--- src/rtl/watch_pkg.sv ---
// watch_pkg: shared mode encodings and helpers for the watch time sequencer.
package watch_pkg;

   typedef enum logic [1:0] {
      MODE_NORMAL   = 2'd0,
      MODE_SET_HOUR = 2'd1,
      MODE_SET_MIN  = 2'd2
   } mode_t;

   // True for either of the two user set modes
   function automatic logic isSetMode(input mode_t m);
      return (m == MODE_SET_HOUR) || (m == MODE_SET_MIN);
   endfunction

endpackage

--- src/rtl/watch_time_ctrl_if.sv ---
// watch_time_ctrl_if: button/wrap inputs and counter-control outputs of the
// watch time sequencer. The controller uses the master modport; the
// environment that owns the buttons and counters uses the slave modport.
interface watch_time_ctrl_if;
   import watch_pkg::*;

   logic  mode_btn;
   logic  inc_btn;
   logic  sec_wrap;
   logic  min_wrap;
   logic  sec_inc;
   logic  min_inc;
   logic  hour_inc;
   logic  sec_clr;
   mode_t mode;
   logic  blink;

   modport master (
      input  mode_btn, inc_btn, sec_wrap, min_wrap,
      output sec_inc, min_inc, hour_inc, sec_clr, mode, blink
   );

   modport slave (
      output mode_btn, inc_btn, sec_wrap, min_wrap,
      input  sec_inc, min_inc, hour_inc, sec_clr, mode, blink
   );

endinterface

--- src/rtl/btn_edge.sv ---
// btn_edge: one-flop history of a debounced button plus a rising-edge pulse.
// The history resets to 1 so a button held through reset is not a press.
module btn_edge (
   input  logic clk,
   input  logic rst,
   input  logic btn_i,
   output logic rise_o
);

   logic hist_q;

   // Remember last cycle's button level
   always_ff @(posedge clk) begin
      if (rst) begin
         hist_q <= 1'b1;
      end else begin
         hist_q <= btn_i;
      end
   end

   assign rise_o = btn_i & ~hist_q;

endmodule

--- src/rtl/watch_time_ctrl.sv ---
// watch_time_ctrl: 1 Hz prescaler, cascaded increment pulses for the
// sec/min/hour counters, and the NORMAL -> SET_HOUR -> SET_MIN user FSM.
// Optional feature macro: WATCH_AUTO_REPEAT_EN (hold-to-repeat on inc_btn).
module watch_time_ctrl
   import watch_pkg::*;
#(
   parameter int unsigned TICK_DIV   = 50_000_000,
   parameter int unsigned BLINK_DIV  = 25_000_000
`ifdef WATCH_AUTO_REPEAT_EN
   ,
   parameter int unsigned REPEAT_DLY = 25_000_000,
   parameter int unsigned REPEAT_PER = 10_000_000
`endif
) (
   input  logic              clk,
   input  logic              rst,
   watch_time_ctrl_if.master bus
);

   localparam int unsigned PRE_W = $clog2(TICK_DIV);
   localparam int unsigned BLK_W = $clog2(BLINK_DIV);
   localparam logic [PRE_W-1:0] PRE_LAST = PRE_W'(TICK_DIV - 1);
   localparam logic [BLK_W-1:0] BLK_LAST = BLK_W'(BLINK_DIV - 1);

   logic             modeRise;
   logic             incRise;
   logic             tick;
   logic             incStep;
   logic             modeChange;
   logic             exitSetMin;
   mode_t            mode_q;
   mode_t            mode_d;
   logic [PRE_W-1:0] preCnt_q;
   logic [BLK_W-1:0] blinkCnt_q;
   logic             blink_q;
   logic             secInc_q;
   logic             secInc_d;
   logic             minInc_q;
   logic             minInc_d;
   logic             hourInc_q;
   logic             hourInc_d;
   logic             secClr_q;
   logic             secClr_d;

   btn_edge uModeEdge (
      .clk    (clk),
      .rst    (rst),
      .btn_i  (bus.mode_btn),
      .rise_o (modeRise)
   );

   btn_edge uIncEdge (
      .clk    (clk),
      .rst    (rst),
      .btn_i  (bus.inc_btn),
      .rise_o (incRise)
   );

   assign tick = (preCnt_q == PRE_LAST);

`ifdef WATCH_AUTO_REPEAT_EN
   localparam int unsigned REP_MAX = (REPEAT_DLY > REPEAT_PER) ? REPEAT_DLY : REPEAT_PER;
   localparam int unsigned REP_W   = $clog2(REP_MAX);
   localparam logic [REP_W-1:0] DLY_LAST = REP_W'(REPEAT_DLY - 1);
   localparam logic [REP_W-1:0] PER_LAST = REP_W'(REPEAT_PER - 1);

   logic             repArmed_q;
   logic             repFirst_q;
   logic [REP_W-1:0] repCnt_q;
   logic             repeatFire;

   assign repeatFire = repArmed_q & bus.inc_btn & isSetMode(mode_q) &
                       (repFirst_q ? (repCnt_q == DLY_LAST) : (repCnt_q == PER_LAST));

   // Hold timer: arms on a press in a set mode, first repeat after the
   // initial delay, then at the repeat period; release or mode change disarms
   always_ff @(posedge clk) begin
      if (rst) begin
         repArmed_q <= 1'b0;
         repFirst_q <= 1'b1;
         repCnt_q   <= '0;
      end else if (modeChange || !bus.inc_btn || !isSetMode(mode_q)) begin
         repArmed_q <= 1'b0;
         repFirst_q <= 1'b1;
         repCnt_q   <= '0;
      end else if (incRise && !modeRise) begin
         repArmed_q <= 1'b1;
         repFirst_q <= 1'b1;
         repCnt_q   <= '0;
      end else if (repeatFire) begin
         repFirst_q <= 1'b0;
         repCnt_q   <= '0;
      end else if (repArmed_q) begin
         repCnt_q   <= repCnt_q + REP_W'(1);
      end
   end

   assign incStep = (incRise | repeatFire) & ~modeRise;
`else
   assign incStep = incRise & ~modeRise;
`endif

   // Mode FSM next state plus the next values of every registered pulse;
   // a mode edge swallows any inc step or tick arriving in the same cycle
   always_comb begin
      mode_d     = mode_q;
      exitSetMin = 1'b0;
      secInc_d   = 1'b0;
      minInc_d   = 1'b0;
      hourInc_d  = 1'b0;
      case (mode_q)
         MODE_NORMAL: begin
            if (modeRise) begin
               mode_d = MODE_SET_HOUR;
            end else if (tick) begin
               secInc_d  = 1'b1;
               minInc_d  = bus.sec_wrap;
               hourInc_d = bus.sec_wrap & bus.min_wrap;
            end
         end
         MODE_SET_HOUR: begin
            if (modeRise) begin
               mode_d = MODE_SET_MIN;
            end
            hourInc_d = incStep;
         end
         MODE_SET_MIN: begin
            if (modeRise) begin
               mode_d     = MODE_NORMAL;
               exitSetMin = 1'b1;
            end
            minInc_d = incStep;
         end
         default: begin
            mode_d = MODE_NORMAL;
         end
      endcase
      modeChange = (mode_d != mode_q);
      secClr_d   = exitSetMin;
   end

   // Mode register and the one-cycle output pulses
   always_ff @(posedge clk) begin
      if (rst) begin
         mode_q    <= MODE_NORMAL;
         secInc_q  <= 1'b0;
         minInc_q  <= 1'b0;
         hourInc_q <= 1'b0;
         secClr_q  <= 1'b0;
      end else begin
         mode_q    <= mode_d;
         secInc_q  <= secInc_d;
         minInc_q  <= minInc_d;
         hourInc_q <= hourInc_d;
         secClr_q  <= secClr_d;
      end
   end

   // 1 Hz prescaler; restarts from zero on return to NORMAL so the first
   // second after setting the time is a full one
   always_ff @(posedge clk) begin
      if (rst) begin
         preCnt_q <= '0;
      end else if (exitSetMin || tick) begin
         preCnt_q <= '0;
      end else begin
         preCnt_q <= preCnt_q + PRE_W'(1);
      end
   end

   // Blink phase: starts lit on entering a set mode, toggles every
   // BLINK_DIV cycles, and is held dark in NORMAL
   always_ff @(posedge clk) begin
      if (rst) begin
         blinkCnt_q <= '0;
         blink_q    <= 1'b0;
      end else if (modeChange) begin
         blinkCnt_q <= '0;
         blink_q    <= isSetMode(mode_d);
      end else if (!isSetMode(mode_q)) begin
         blinkCnt_q <= '0;
         blink_q    <= 1'b0;
      end else if (blinkCnt_q == BLK_LAST) begin
         blinkCnt_q <= '0;
         blink_q    <= ~blink_q;
      end else begin
         blinkCnt_q <= blinkCnt_q + BLK_W'(1);
      end
   end

   assign bus.sec_inc  = secInc_q;
   assign bus.min_inc  = minInc_q;
   assign bus.hour_inc = hourInc_q;
   assign bus.sec_clr  = secClr_q;
   assign bus.mode     = mode_q;
   assign bus.blink    = blink_q;

endmodule

--- src/flat_wrapper.sv ---
// flat-port wrapper written by rule: the top's interface ports become plain ports
module watch_time_ctrl_flat import watch_pkg::*;
#(
   parameter int unsigned TICK_DIV   = 50_000_000,
   parameter int unsigned BLINK_DIV  = 25_000_000

)
  (clk, rst, bus_mode_btn, bus_inc_btn, bus_sec_wrap, bus_min_wrap, bus_sec_inc, bus_min_inc, bus_hour_inc, bus_sec_clr, bus_mode, bus_blink);
  watch_time_ctrl_if bus_i ();
  input  logic clk;
  input  logic rst;
  input wire logic [$bits(bus_i.mode_btn)-1:0] bus_mode_btn;
  input wire logic [$bits(bus_i.inc_btn)-1:0] bus_inc_btn;
  input wire logic [$bits(bus_i.sec_wrap)-1:0] bus_sec_wrap;
  input wire logic [$bits(bus_i.min_wrap)-1:0] bus_min_wrap;
  output wire logic [$bits(bus_i.sec_inc)-1:0] bus_sec_inc;
  output wire logic [$bits(bus_i.min_inc)-1:0] bus_min_inc;
  output wire logic [$bits(bus_i.hour_inc)-1:0] bus_hour_inc;
  output wire logic [$bits(bus_i.sec_clr)-1:0] bus_sec_clr;
  output wire logic [$bits(bus_i.mode)-1:0] bus_mode;
  output wire logic [$bits(bus_i.blink)-1:0] bus_blink;
  assign bus_i.mode_btn = bus_mode_btn;
  assign bus_i.inc_btn = bus_inc_btn;
  assign bus_i.sec_wrap = bus_sec_wrap;
  assign bus_i.min_wrap = bus_min_wrap;
  assign bus_sec_inc = bus_i.sec_inc;
  assign bus_min_inc = bus_i.min_inc;
  assign bus_hour_inc = bus_i.hour_inc;
  assign bus_sec_clr = bus_i.sec_clr;
  assign bus_mode = bus_i.mode;
  assign bus_blink = bus_i.blink;
  watch_time_ctrl #(.TICK_DIV(TICK_DIV), .BLINK_DIV(BLINK_DIV)) u_core (.clk(clk), .rst(rst), .bus(bus_i));
endmodule
--- config.mk ---
export PLATFORM = sky130hd
export DESIGN_NAME = watch_time_ctrl_flat
export DESIGN_NICKNAME = d
export VERILOG_FILES = /design/src/rtl/watch_pkg.sv /design/src/rtl/watch_time_ctrl_if.sv /design/src/rtl/btn_edge.sv /design/src/rtl/watch_time_ctrl.sv /design/src/flat_wrapper.sv
export SDC_FILE = /design/constraint.sdc
export NUM_CORES = 1
export LEC_CHECK = 0
export ABC_AREA = 1
export BUFFER_PORTS_ARGS = -buffer_cell sky130_fd_sc_hd__buf_2
export CAP_MARGIN = 0
export CORE_AREA = 2 2 100 102
export CTS_CLUSTER_DIAMETER = 60
export DETAILED_ROUTE_END_ITERATION = 16
export DIE_AREA = 0 0 102 104
export GPL_ROUTABILITY_DRIVEN = 0
export PLACE_DENSITY = 0.57
export SLEW_MARGIN = 10
export SYNTH_ARGS = -nofsm -noshare
export SYNTH_HDL_FRONTEND = slang
export SYNTH_SLANG_ARGS = --single-unit
--- constraint.sdc ---
create_clock -name clk -period 2.12 [get_ports clk]
set_clock_uncertainty 0.2 [all_clocks]
set_input_delay 0.106 -clock clk [delete_from_list [all_inputs] [get_ports clk]]
set_output_delay 0.106 -clock clk [all_outputs]
set_load 0.005 [all_outputs]
After elaboration in Yosys (flattened, before gate mapping)
Cells that the tools add are included.
{"block": "classes", "n_addsub": 2, "eq_ne": 8, "n_mux": 16, "n_bitwise": 10, "reduce_logical": 7}
{"op": "adder 26 x 1 -> 26 bit, second input constant", "n": 1}
{"op": "equality test 26 bit, second input constant", "n": 1}
{"op": "adder 25 x 1 -> 25 bit, second input constant", "n": 1}
{"op": "equality test 25 bit, second input constant", "n": 1}
{"op": "2-to-1 mux 1 bit", "n": 10}
{"op": "2-to-1 mux 2 bit", "n": 3}
{"op": "inverter 1 bit", "n": 6}
{"op": "one-hot mux 2 bit (3 select lines)", "n": 1}
{"op": "bitwise AND 1 bit", "n": 4}
{"op": "equality test 2 x 1 -> 1 bit, second input constant", "n": 2}
{"op": "equality test 2 bit, second input constant", "n": 2}
{"op": "one-hot mux 1 bit (2 select lines)", "n": 2}
{"op": "OR reduction 4 bit", "n": 1}
{"op": "logical OR 1 bit", "n": 3}
{"op": "inequality test 3 x 2 -> 1 bit, second input constant", "n": 1}
{"op": "OR reduction 3 bit", "n": 1}
{"op": "logical NOT 2 bit", "n": 1}
{"op": "inequality test 2 bit", "n": 1}
{"op": "OR reduction 2 bit", "n": 1}
{"block": "word_totals", "ff_bits": 60, "elab_cells": 53}

Depth between registers and ports, before layout
{"block": "depth", "depth_word": 7, "mapped_depth": 14, "mapped_depth_nobuf": 14}

Cells and area by module
Synthesis repeated with hierarchy kept, for this count alone.
{"block": "unflattened", "cells_unflattened": 487, "hier_area_um2": 3259.4}
{"module": "watch_time_ctrl", "instances": 1, "cells_per_inst": 477, "area_each_um2": 3184.3, "seq_area_each_um2": 1161.1}
{"module": "btn_edge", "instances": 2, "cells_per_inst": 5, "area_each_um2": 37.5, "seq_area_each_um2": 20.0}

Worst setup path after synthesis
Ideal clock, no wire load.
{"block": "synth_timing", "path_kind": "reg-to-reg", "start": "register u_core.mode_q[1] (netlist: u_core.bus.mode[1])", "end": "register u_core.blinkCnt_q[0]", "setup_time_ns": 0.114, "arrival_time_ns": 1.559, "t_required_ns": 1.806, "path_slack_ns": 0.247, "stages_incl_launch_ff": 14, "n_path_buf": 1, "cell_sequence": "dfxtp_1 -> inv_1 -> ha_1 -> inv_1 -> nand2_1 -> nand2_1 -> nand2_1 -> nand2_1 -> nand2_1 -> nand3_2 -> nor2_4 -> nand2_4 -> buf_6 -> nor2_1"}
{"block": "synth_via", "elab_chain_len": 4, "word_cells_on_any_way": 11, "cone_classes": "eq/ne (3); mux (4); bitwise (1); reduce/logical (3)"}
{"item": "start, declared", "line_no": "watch_time_ctrl.sv:31", "source": "mode_t mode_q;"}
{"item": "start signal, assigned", "line_no": "watch_time_ctrl.sv:151", "source": "mode_q <= mode_d;"}
{"item": "equality test 2 bit, or another cell as far along", "line_no": "watch_pkg.sv:12, watch_time_ctrl.sv:111"}
{"item": "one-hot mux 2 bit (3 select lines) or logical OR 1 bit (tied branches)", "line_no": "watch_time_ctrl.sv:111, watch_pkg.sv:12"}
{"item": "inequality test 2 bit or inverter 1 bit (tied branches)"}
{"item": "OR reduction 4 bit (no line) (*)"}
{"item": "end signal, assigned", "line_no": "watch_time_ctrl.sv:187", "source": "blinkCnt_q <= blinkCnt_q + BLK_W'(1);"}
{"item": "end, declared", "line_no": "watch_time_ctrl.sv:34", "source": "logic [BLK_W-1:0] blinkCnt_q;"}
Mark *: on every way between the ends. The rest lies on a longest branch, timed or not.
A chain may end at the register's enable or synchronous reset.

Final worst setup path
{"block": "layout_timing", "start": "register u_core.mode_q[0] (netlist: u_core.bus.mode[0])", "end": "register u_core.blinkCnt_q[24]"}
Same word-level chain as after synthesis.

==> key figures <==
Floorplan
  • Core area: about 9500 sq um
  • Io pins: 13
  • Die X: 102 um
  • Die footprint: 10600 sq um
  • Die height: roughly 100 um
  • Initial Utilization: 33.8%
  • Row cnt: 36

Logic synthesis
  • Post-synthesis cell type count: 30
  • Syn Area/Cell: 6.86 sq um
  • Most used flip-flop cell after synthesis: dfxtp_1
  • Synth top area share: between 30 and 40%
  • Synth Area in Compound Gates: ~5.7%
  • Syn Inst Count: approximately 470
  • Largest family of logic cells by synthesized area: simple AND/OR/NAND/NOR gates
  • Synth Area in Adders: 2.32%
  • Syn Std Cell Area: 3230 sq um
  • Synth top area cells: dfxtp_1 (37%), nand2_1 (14%), nor2_1 (9.8%)
  • Cell taking the most area after synthesis: dfxtp_1
  • Top post-synthesis cells by count: nand2_1 (122), nor2_1 (84), dfxtp_1 (60)
  • Syn_nets: 483
  • Fraction of registers with async set/reset: 0%
  • Yosys reg bits: 60
  • Register area share after synthesis: between 30% and 40%
  • Post-Synth Simple-Gate Area: 42.1%
  • Mux contribution to synthesized area: 0%
  • Xor-xnor portion of the synthesized cell area: 4.61%
  • Ys Warns: 0
  • Top-count cell post-synth: nand2_1
  • Post-synth EDFFs: 0

Worst hold path
  • Hold WC Path Type: register to register
  • Hold Path Sink: u_core.blinkCnt_q[0]
  • Hold Crit Depth: 1
  • Min-delay src: u_core.blinkCnt_q[0]

Finish
  • Filler cells: 1025
  • Cell area after layout: 3840 sq um
  • Share of layout cells above drive strength 1: 17.6%
  • Area Overhead vs Synth: 18.9%
  • Nets: around 520
  • Core Util, Final: around 40%
  • Ant. Diodes: 0

STA
  • Fmax achieved: 484 MHz
  • Fin crit share: approximately 98%
  • Final worst setup slack: between 50 and 60 ps
  • Max_slew headroom: 61.5%
  • Worst-Margin Slew: 576 ps
  • Setup TNS: 0 ps
  • Hold Violations, Final: 0
  • Time the worst path needs with I/O delays and setup: 2070 ps
  • Final Setup Violations: 0
  • Pins over their slew limit: 0

Route
  • Final ANT Viol Nets: 0
  • M1 WL: between 3000 and 4000 um
  • Met3 Wirelength: about 280 um
  • Drt first pass iters: 4
  • Top layer in use: met4
  • Vias post-DR: between 2000 and 3000
  • Final routed DRC violation total: 0
  • Wire per inst: 11.5 um
  • Final wirelength: about 7400 um
  • Detail Route met2 WL: 3370 um
  • Via-to-Cell Ratio: 4.60
  • Iteration-0 DRC count of the detailed router: 159

Worst setup path
  • R2R Path Start: u_core.bus.mode[0]
  • Setup slack, reg-to-reg: about 53 ps
  • Critical path required time: about 2200 ps
  • Crit-path slowest cell: dfxtp_2
  • Worst Setup Start Kind: register
  • Worst path max stage delay: 350 ps
  • CP cell instances: inv_2 -> ha_2 -> inv_1 -> nand2_1 -> nand2_1 -> nand2_2 -> nand2_2 -> nand2_4 -> nand3_4 -> nor2_4 -> nand2_4 -> a21oi_2
  • WP buf/inv: 2
  • CP endpoint kind: register
  • Worst EP arrival: 2140 ps
  • FF-to-FF path depth: 12
  • Worst setup path class: register to register
  • Worst R2R End: u_core.blinkCnt_q[24]
  • CP delay by family, top: simple AND/OR/NAND/NOR gates
  • Critical path peak fanout: 6

Global routing
  • Overflow after GRT: 0
  • Global-route usage over all layers: 14.2%
  • First-pass GRT wire length: 12100 um
  • Initial antenna violation count: 0
  • Vias in the first global route: between 2000 and 3000
  • Largest net degree at the start of global routing: 27

Power
  • LEAKAGE: 1.31 nW
  • Peak supply drop: 0.000255 V
  • PwrDens: 615 nW/um^2
  • Total Power: 0.00236 W

Placed design
  • HPWL Detailed: 5170 um
  • Cell Area, Placed: 3450 sq um
  • Place WS: between 80 and 90 ps
  • IO Port Bufs: 12

CTS
  • CTS tree: yes
  • Worst-skew pair later-pin latency: 330 ps
  • # clock sinks: 60
  • Htree depth: 3
  • CTS root buffer: clkbuf_8
  • Maximum clock insertion buffer count: 2
  • CTS buffer count: 9
  • Clock Pin Slew Worst Setup and Hold Paths: 70 ps

Status
  • Status: finished clean

Job
  • Max Cap Violations: 0
==> flip-flops by register name, indices dropped and copies added (netlist names) <==
signal,flops
u_core.bus.hour_inc,1
u_core.blinkCnt_q,25
u_core.bus.sec_clr,1
u_core.bus.blink,1
u_core.bus.min_inc,1
u_core.preCnt_q,26
u_core.uIncEdge.hist_q,1
u_core.bus.sec_inc,1
u_core.uModeEdge.hist_q,1
u_core.bus.mode,2
==> how the worst max path moves through the flow <==
stage | startpoint | to | slack, ps | depth (start not counted)
floorplan | u_core.bus.mode[1] | u_core.blinkCnt_q[0] | 250 | 13
global placement | u_core.bus.mode[0] | u_core.blinkCnt_q[10] | 160 | 11
detailed placement | u_core.bus.mode[0] | u_core.blinkCnt_q[13] | 80 | 11
CTS | u_core.bus.mode[0] | u_core.blinkCnt_q[8] | 50 | 11
global route | u_core.bus.mode[0] | u_core.blinkCnt_q[17] | -70 | 12
finish | u_core.bus.mode[0] | u_core.blinkCnt_q[24] | 50 | 12
==> layout make-up <==
| cell class | instances | area [sq um] | area share [%] |
|---|---|---|---|
| sequential | 60 | 1200 | 31.3 |
| inverter | 57 | 214 | 5.57 |
| clock buffer | 12 | 155 | 4.04 |
| tap | 133 | 166 | 4.33 |
| timing repair buffer | 28 | 198 | 5.15 |
| multi-input combinational | 351 | 1860 | 48.4 |
| clock inverter | 4 | 47.5 | 1.24 |
==> repair_timing <==
action                                 4_1_cts  5_1_grt
endpoints found under the hold margin        9        0
setup buffers                                0        3
setup endpoints to repair                    0       37
hold buffers                                 7        0
gates resized for setup                      0       20
==> layer usage <==
metal  up-vias  global-route usage (%)
li1       1566                       -
met4         0                    6.57
met5         -                       0
met3        11                    3.70
met2        56                    22.3
met1      1333                    17.9
==> per-stage QoR <==
step                instances  hold WS, ps
floorplan                 471         12.6
global placement          617          122
detailed placement        617          127
CTS                       640          249
global route              645          285
finish                    645          251
==> placed cells by master (no fill, tap or decap), types with 5 or more instances in the layout <==
cell,instances
nand2_1,119
nor2_1,82
dfxtp_1,59
inv_1,54
nor3_1,21
nand3_1,17
nand4_1,17
a21oi_2,14
xor2_1,12
buf_2,12
a21oi_1,11
clkbuf_8,11
or2_2,10
buf_4,9
dlygate4sd3_1,7
nand2_2,5
xnor2_1,5
==> kinds of logic after synthesis <==
group | Yosys count
compound gates | 29
xor+xnor | 17
fa+ha+maj | 6
buf+inv | 62
flops | 60
simple gates | 297
==> power by group <==
group / switching (W) / internal (W) / total (W)
clock network: 0.000455 / 0.000604 / 0.00106
registers: 0.0000115 / 0.00114 / 0.00115
logic: 0.0000969 / 0.0000573 / 0.000154
total: 0.000563 / 0.00180 / 0.00236
==> worst reg2reg max path, stage by stage (launching register included) <==
cell and delay (ps):
dfxtp_2 350, inv_2 70, ha_2 190, inv_1 70, nand2_1 80, nand2_1 60, nand2_2 80, nand2_2 90
nand2_4 90, nand3_4 70, nor2_4 320, nand2_4 180, a21oi_2 140
Note: power is estimated with default switching activity, not from simulation.
